File: config.mk
export PLATFORM = sky130hd
export DESIGN_NAME = compress_sequencer
export DESIGN_NICKNAME = d
export VERILOG_FILES = /design/src/rtl/compress_sequencer.sv
export SDC_FILE = /design/constraint.sdc
export NUM_CORES = 1
export LEC_CHECK = 0
export CORE_UTILIZATION = 51
export CTS_BUF_LIST = sky130_fd_sc_hd__clkbuf_2 sky130_fd_sc_hd__clkbuf_4 sky130_fd_sc_hd__clkbuf_8
export DETAILED_ROUTE_END_ITERATION = 10
export GPL_ROUTABILITY_DRIVEN = 0
export PLACE_DENSITY_LB_ADDON = 0.3
export SYNTH_ARGS = -nofsm -noshare
export SYNTH_HDL_FRONTEND = slang
export SYNTH_SLANG_ARGS = --single-unit
File: constraint.sdc
create_clock -name CLK -period 2.26 [get_ports CLK]
set_input_delay 0.452 -clock CLK [delete_from_list [all_inputs] [get_ports CLK]]
set_output_delay 0.452 -clock CLK [all_outputs]
set_load 0.02 [all_outputs]
File: src/rtl/compress_sequencer.sv
// Issue sequencer for vcompress: walks the source vector two elements per
// cycle, waits for the offset unit to drain, then reports the packed count.
module compress_sequencer #(
    parameter int VLMAX = 32,
    parameter int IW    = $clog2(VLMAX)
) (
    input  logic          CLK,
    input  logic          nRST,
    input  logic          start,
    input  logic [IW:0]   vl,
    input  logic          abort,
    input  logic          stall,
    output logic [IW-1:0] eidx,
    output logic [1:0]    elem_valid,
    output logic          cou_ena,
    output logic          cou_done,
    input  logic          cou_busy,
    input  logic [1:0]    cou_wen,
    output logic          busy,
    output logic          finish,
    output logic [IW:0]   packed_cnt
);

    typedef enum logic [1:0] {
        IDLE,
        RUN,
        DRAIN,
        FIN
    } state_t;

    localparam logic [IW:0]   VMAX   = (IW+1)'(VLMAX);
    localparam logic [IW+1:0] VMAX_W = (IW+2)'(VLMAX);

    state_t        state;
    logic [IW:0]   vl_q;
    logic [IW:0]   pair_end;
    logic [IW:0]   upper;
    logic [IW+1:0] cnt_sum;
    logic [IW:0]   cnt_sat;

    assign pair_end = {1'b0, eidx} + (IW+1)'(2);
    assign upper    = {1'b0, eidx} + (IW+1)'(1);
    assign cnt_sum  = {1'b0, packed_cnt}
                    + (IW+2)'(cou_wen[0])
                    + (IW+2)'(cou_wen[1]);
    assign cnt_sat  = (cnt_sum > VMAX_W) ? VMAX : cnt_sum[IW:0];

    // abort suppresses every strobe in the cycle it is seen
    assign cou_ena    = (state == RUN) && !stall && !abort;
    assign cou_done   = (state == DRAIN) && !cou_busy && !abort;
    assign finish     = (state == FIN) && !abort;
    assign busy       = (state != IDLE);
    assign elem_valid = (state == RUN) ? {(upper < vl_q), 1'b1} : 2'b00;

    always_ff @(posedge CLK or negedge nRST) begin
        if (!nRST) begin
            state      <= IDLE;
            eidx       <= '0;
            vl_q       <= '0;
            packed_cnt <= '0;
        end else if (abort) begin
            state      <= IDLE;
            eidx       <= '0;
            packed_cnt <= '0;
        end else begin
            unique case (state)
                IDLE: begin
                    if (start) begin
                        eidx       <= '0;
                        packed_cnt <= '0;
                        vl_q       <= (vl > VMAX) ? VMAX : vl;
                        state      <= (vl == '0) ? FIN : RUN;
                    end
                end
                RUN: begin
                    packed_cnt <= cnt_sat;
                    if (!stall) begin
                        // last pair: eidx stays on it
                        if (pair_end >= vl_q)
                            state <= DRAIN;
                        else
                            eidx <= eidx + IW'(2);
                    end
                end
                DRAIN: begin
                    packed_cnt <= cnt_sat;
                    if (!cou_busy)
                        state <= FIN;
                end
                FIN: begin
                    state <= IDLE;
                end
                default: begin
                    state <= IDLE;
                end
            endcase
        end
    end

endmodule

==> run summary, run 1 <==
achievable frequency: 436 MHz
ant diodes: 0
worst vdd ir: 0.663 mV
dominant cell type by area after synthesis: dfrtp_1
Detail Placement HPWL: 2.35 mm
async set-or-reset flop fraction in the synthesized netlist: 1.00
initial core utilization: 0.561
fin cells: 215
Pleak: 0.854 nW
clock root buffer: clkbuf_4
final WL: 3.23 mm
total core area: 2300 um2
Overall Global Routing Usage: 0.258
Synth Register Bits: 18
clock slew at reported path FFs: 110 ps
fin area: 1830 um2
minimum clock period: 2290 ps
commonest non-fill, non-tap cells in the layout: clkdlybuf4s50_1 (23), buf_4 (20), dfrtp_1 (18)
Syn Inst Count: 138
Initial DRC Count: 18
TritonRoute pass-1 iters: 4
clock tree buffer depth: 2
Synth Flop Type: dfrtp_1
top cell type's share of synthesized area: 0.350
RSZ-0062 raised after global routing: true
post-route ant nets: 0
Util after Layout: 0.797
vias in the first global route: 1162
largest net degree at the start of global routing: 19
number of cell rows: 17
clk_lat worst skew: 310 ps
syn avg cell area: 9.34 um2
CTS Buf Count: 3
antenna violations before repair: 0
Avg WL per Cell: 15.0 um
power per cell area: 805 nW/um2
GRT met3 Usage: 0.0348
Synth area leaders: dfrtp_1 (35%), ha_1 (16%), a22o_1 (4.1%)
CP startpoint kind: flip-flop
Hold WC Path Type: primary input to asynchronous set/reset pin
fin crit share: 1.02
Residual DRC: 0
max_cap viols: 0
Synth cell types: 37
# nets final: 219
Cell Area, Synth: 1290 um2
H-Tree Depth: 1
setup ws final: -34.0 ps
status: finished, violations left
chip height: 52.3 um
met2 Usage GRT: 0.449
Worst Setup Slack post-DPL: -450 ps
share of cells above drive strength 1: 0.235
Worst setup EP type: primary output
Crit path required time: 1810 ps
dpl cells: 208
critical path arrival: 1840 ps
setup slack, reg-to-reg: 60 ps
Slew Limit Fails: 0
Cell Area, Placed: 1720 um2
vias per cell: 5.62
gr ovfl total: 0
PortBufs: 29
Post-synth EDFFs: 0
critical path class: flip-flop to primary output
final hold viol count: 0
TritonCTS clock tree: yes
failing checks: setup timing
yosys warns: 0
Worst Skew: 4.89 ps
IO Pins: 31
layer with the highest usage: met2
crit-path max FO: 2
die area: 2730 um2
first-pass GRT wire length: 5.06 mm
vias post-DR: 1209
most common cell after layout, fill and taps aside: clkdlybuf4s50_1
CTS Hold Bufs: 0
Area Growth Syn to Fin: 42.0%
CTS sink count: 18
chip width: 52.3 um
met1 usage: 0.307
setup violators final: 1
sequential fraction of the synthesis area: 0.350
[power by group]
group,switching [mW],internal (mW)
registers,0.0415,0.381
clock network,0.110,0.0984
logic,0.457,0.386
total,0.608,0.865
[final timing paths]
path                                startpoint                        end  cells after the start
hold reg to reg            vl_q[4]$_DFFE_PN0P_        vl_q[4]$_DFFE_PN0P_                      2
max in group asynchronous                 nRST  packed_cnt[4]$_DFFE_PN0P_                      2
setup reg to reg           eidx[1]$_DFFE_PN0P_        eidx[1]$_DFFE_PN0P_                      8
hold / removal                            nRST        vl_q[4]$_DFFE_PN0P_                      2
setup / recovery           eidx[2]$_DFFE_PN0P_              elem_valid[1]                      7
min in group CLK           vl_q[4]$_DFFE_PN0P_        vl_q[4]$_DFFE_PN0P_                      2
[metrics by stage]
| stage | hold slack (ps) | power, mW | setup TNS, ps |
|---|---|---|---|
| floorplan | 156 | 0.900 | 0 |
| global placement | 463 | 1.15 | -2220 |
| detailed placement | 472 | 1.18 | -2450 |
| CTS | 475 | 1.40 | -18.7 |
| global route | 521 | 1.58 | -200 |
| finish | 482 | 1.47 | -34.0 |
[repair_timing]
action / CTS / global route
buffers inserted: 2 / 1
resized for setup: 17 / 11
endpoints found under the setup margin: 11 / 6
pin swaps: 4 / 4
[metal layers]
metal,vias to the layer above,wire [um]
met5,-,0
li1,586,-
met2,32,1710
met1,583,1340
met4,0,78
met3,8,97
[sequential cells by signal, indices dropped and copies added (netlist names)]
register / flops
packed_cnt: 6
eidx: 4
state: 2
vl_q: 6
[area by class of cell]
type | instances | area (um2)
well taps | 28 | 35.0
flip-flops and latches | 18 | 450
repair buffers | 48 | 420
multi-input cells | 106 | 847
fillers | 145 | 467
clock buffers | 4 | 36.3
inverters | 11 | 41.3
[synthesized netlist by cell type, types with 2 or more instances]
master	number
mux2_2	2
dfrtp_1	18
nor3b_1	2
nor2_1	8
inv_1	10
a21oi_1	5
nor2b_1	4
nand3b_1	3
clkbuf_1	3
nand2_1	11
a22o_1	6
a211oi_1	3
ha_1	16
nand2b_1	8
nor3_1	3
nand3_1	5
a21o_1	4
o21a_1	2
o21ai_0	7
[cell families after synthesis]
kind of cell             after synthesis  synth area share
AND/OR/NAND/NOR                       48             0.198
multiplexers                           3            0.0262
adder cells (fa/ha/maj)               17             0.171
AO/OA/AOI/OAI                         35             0.199
buffers and inverters                 15            0.0466
XOR/XNOR                               1           0.00680
other                                  1           0.00291
flip-flops                            18             0.350
[critical path, stage by stage (launching register included)]
cell and delay, ps:
dfrtp_1 400, ha_1 280, nor2b_1 120, o21a_1 170, o21ai_1 120, nand2b_1 90
a211oi_2 190, buf_4 170
Note: power is estimated with default switching activity, not from simulation.
==> run 2, diff against run 1 <==
--- a/config.mk
+++ b/config.mk
@@ -6,7 +6,7 @@
 export NUM_CORES = 1
 export LEC_CHECK = 0
 export CORE_UTILIZATION = 51
-export CTS_BUF_LIST = sky130_fd_sc_hd__clkbuf_2 sky130_fd_sc_hd__clkbuf_4 sky130_fd_sc_hd__clkbuf_8
+export CTS_BUF_LIST = sky130_fd_sc_hd__clkbuf_8
 export DETAILED_ROUTE_END_ITERATION = 10
 export GPL_ROUTABILITY_DRIVEN = 0
 export PLACE_DENSITY_LB_ADDON = 0.3
==> run summary, run 2 (synthesis gave the netlist of run 1 again) <==
Detail Placement HPWL: 2.35 mm
RSZ-0062 raised after global routing: true
vias per cell: 5.73
Area Growth Syn to Fin: 44.1%
power per cell area: 837 nW/um2
slowest cell delay on critical path: 390 ps
critical path's slowest cell: dfrtp_1
fin cells: 215
biggest regs: packed_cnt: 6 flops, vl_q: 6 flops, eidx: 4 flops
clock tree buffer depth: 2
Worst Setup Slack post-DPL: -450 ps
status: complete, no violations
most common cell after layout, fill and taps aside: clkdlybuf4s50_1
critical path class: flip-flop to primary output
number of cell rows: 17
chip width: 52.3 um
dpl cells: 208
Residual DRC: 0
Slew Limit Fails: 0
largest net degree at the start of global routing: 19
crit-path max FO: 2
CP startpoint kind: flip-flop
antenna violations before repair: 0
minimum clock period: 2240 ps
Worst Skew: 1.97 ps
Hold WC Path Type: flip-flop to flip-flop
gr ovfl total: 0
fin crit share: 0.991
vias post-DR: 1233
crit path cell chain: inv_2 > ha_1 > nor2b_1 > o21a_1 > o21ai_1 > nand2b_1 > a211oi_2 > buf_4
PortBufs: 29
Overall Global Routing Usage: 0.268
initial core utilization: 0.561
CTS Buf Count: 3
clock root buffer: clkbuf_8
Pleak: 0.862 nW
Initial DRC Count: 29
achievable frequency: 447 MHz
Total Power: 1.55 mW
ant diodes: 0
# nets final: 219
Setup TNS: 0 ps
commonest non-fill, non-tap cells in the layout: clkdlybuf4s50_1 (24), buf_4 (20), dfrtp_1 (18)
setup violators final: 0
TritonCTS clock tree: yes
WP buf/inv: 2
vias in the first global route: 1193
final hold viol count: 0
final WL: 3.27 mm
worst vdd ir: 0.660 mV
Avg WL per Cell: 15.2 um
clk_lat worst skew: 250 ps
TritonRoute pass-1 iters: 4
CTS sink count: 18
first-pass GRT wire length: 5.29 mm
share of cells above drive strength 1: 0.235
die area: 2730 um2
total core area: 2300 um2
H-Tree Depth: 1
chip height: 52.3 um
critical path arrival: 1790 ps
IO Pins: 31
delay-heaviest family, CP: compound AO/OA/AOI/OAI gates
max_cap viols: 0
Worst setup EP type: primary output
setup ws final: 21.4 ps
Crit path required time: 1810 ps
clock slew at reported path FFs: 70 ps
post-route ant nets: 0
==> run 2: changes by cell type in the layout (fill, tap and decap cells not counted), sizes merged <==
cell	before	now
clkdlybuf4s50	23	24
clkbuf	5	4
==> run 2: worst paths after layout <==
kind                       slack, ps  cells after the start                         to                 from
setup / recovery                  20                      8              elem_valid[1]  vl_q[2]$_DFFE_PN0P_
hold / removal                   490                      2        vl_q[4]$_DFFE_PN0P_  vl_q[4]$_DFFE_PN0P_
min in group asynchronous        540                      2  packed_cnt[0]$_DFFE_PN0P_                 nRST
max in group asynchronous       1520                      2  packed_cnt[5]$_DFFE_PN0P_                 nRST
setup reg to reg                  70                      9        eidx[1]$_DFFE_PN0P_  eidx[1]$_DFFE_PN0P_
hold reg to reg                  490                      2        vl_q[4]$_DFFE_PN0P_  vl_q[4]$_DFFE_PN0P_
==> run 2: tightest hold or removal path, stage by stage, from the launching register on <==
cell	delay (ps)
dfrtp_1	340
nand2_1	50
o21ai_0	70
==> run 2: where the power goes <==
| part | switching, mW | internal, mW |
|---|---|---|
| combinational | 0.460 | 0.397 |
| sequential | 0.0447 | 0.382 |
| clock | 0.115 | 0.155 |
| total | 0.620 | 0.934 |
==> run 2: per-stage QoR <==
step | hold WS, ps | cell area [um2] | utilization
after detailed placement | 472 | 1720 | 0.751
after global routing | 534 | 1860 | 0.808
final | 491 | 1860 | 0.808
after CTS | 498 | 1800 | 0.785
after global placement | 463 | 1720 | 0.751
after floorplan | 156 | 1300 | -
==> run 2: metal layers <==
| metal | GRT usage | share of wire | routed length (um) | vias to the layer above |
|---|---|---|---|---|
| met5 | 0 | 0 | 0 | - |
| met4 | 0.0965 | 0.014 | 47 | 0 |
| met3 | 0.0348 | 0.030 | 98 | 6 |
| met2 | 0.483 | 0.54 | 1760 | 34 |
| met1 | 0.321 | 0.42 | 1370 | 610 |
| li1 | - | - | - | 583 |
==> run 2: area by class of cell <==
| class | instances | area [um2] |
|---|---|---|
| Clock buffer | 4 | 55.1 |
| Fill cell | 137 | 440 |
| Inverter | 11 | 41.3 |
| Multi-Input combinational cell | 106 | 850 |
| Sequential cell | 18 | 450 |
| Tap cell | 28 | 35.0 |
| Timing Repair Buffer | 48 | 425 |
==> run 2: timing repair <==
action,CTS,global route
setup endpoints to repair,10,6
gates resized for setup,15,10
setup buffers,2,1
hold buffers,0,0
pin swaps,3,4
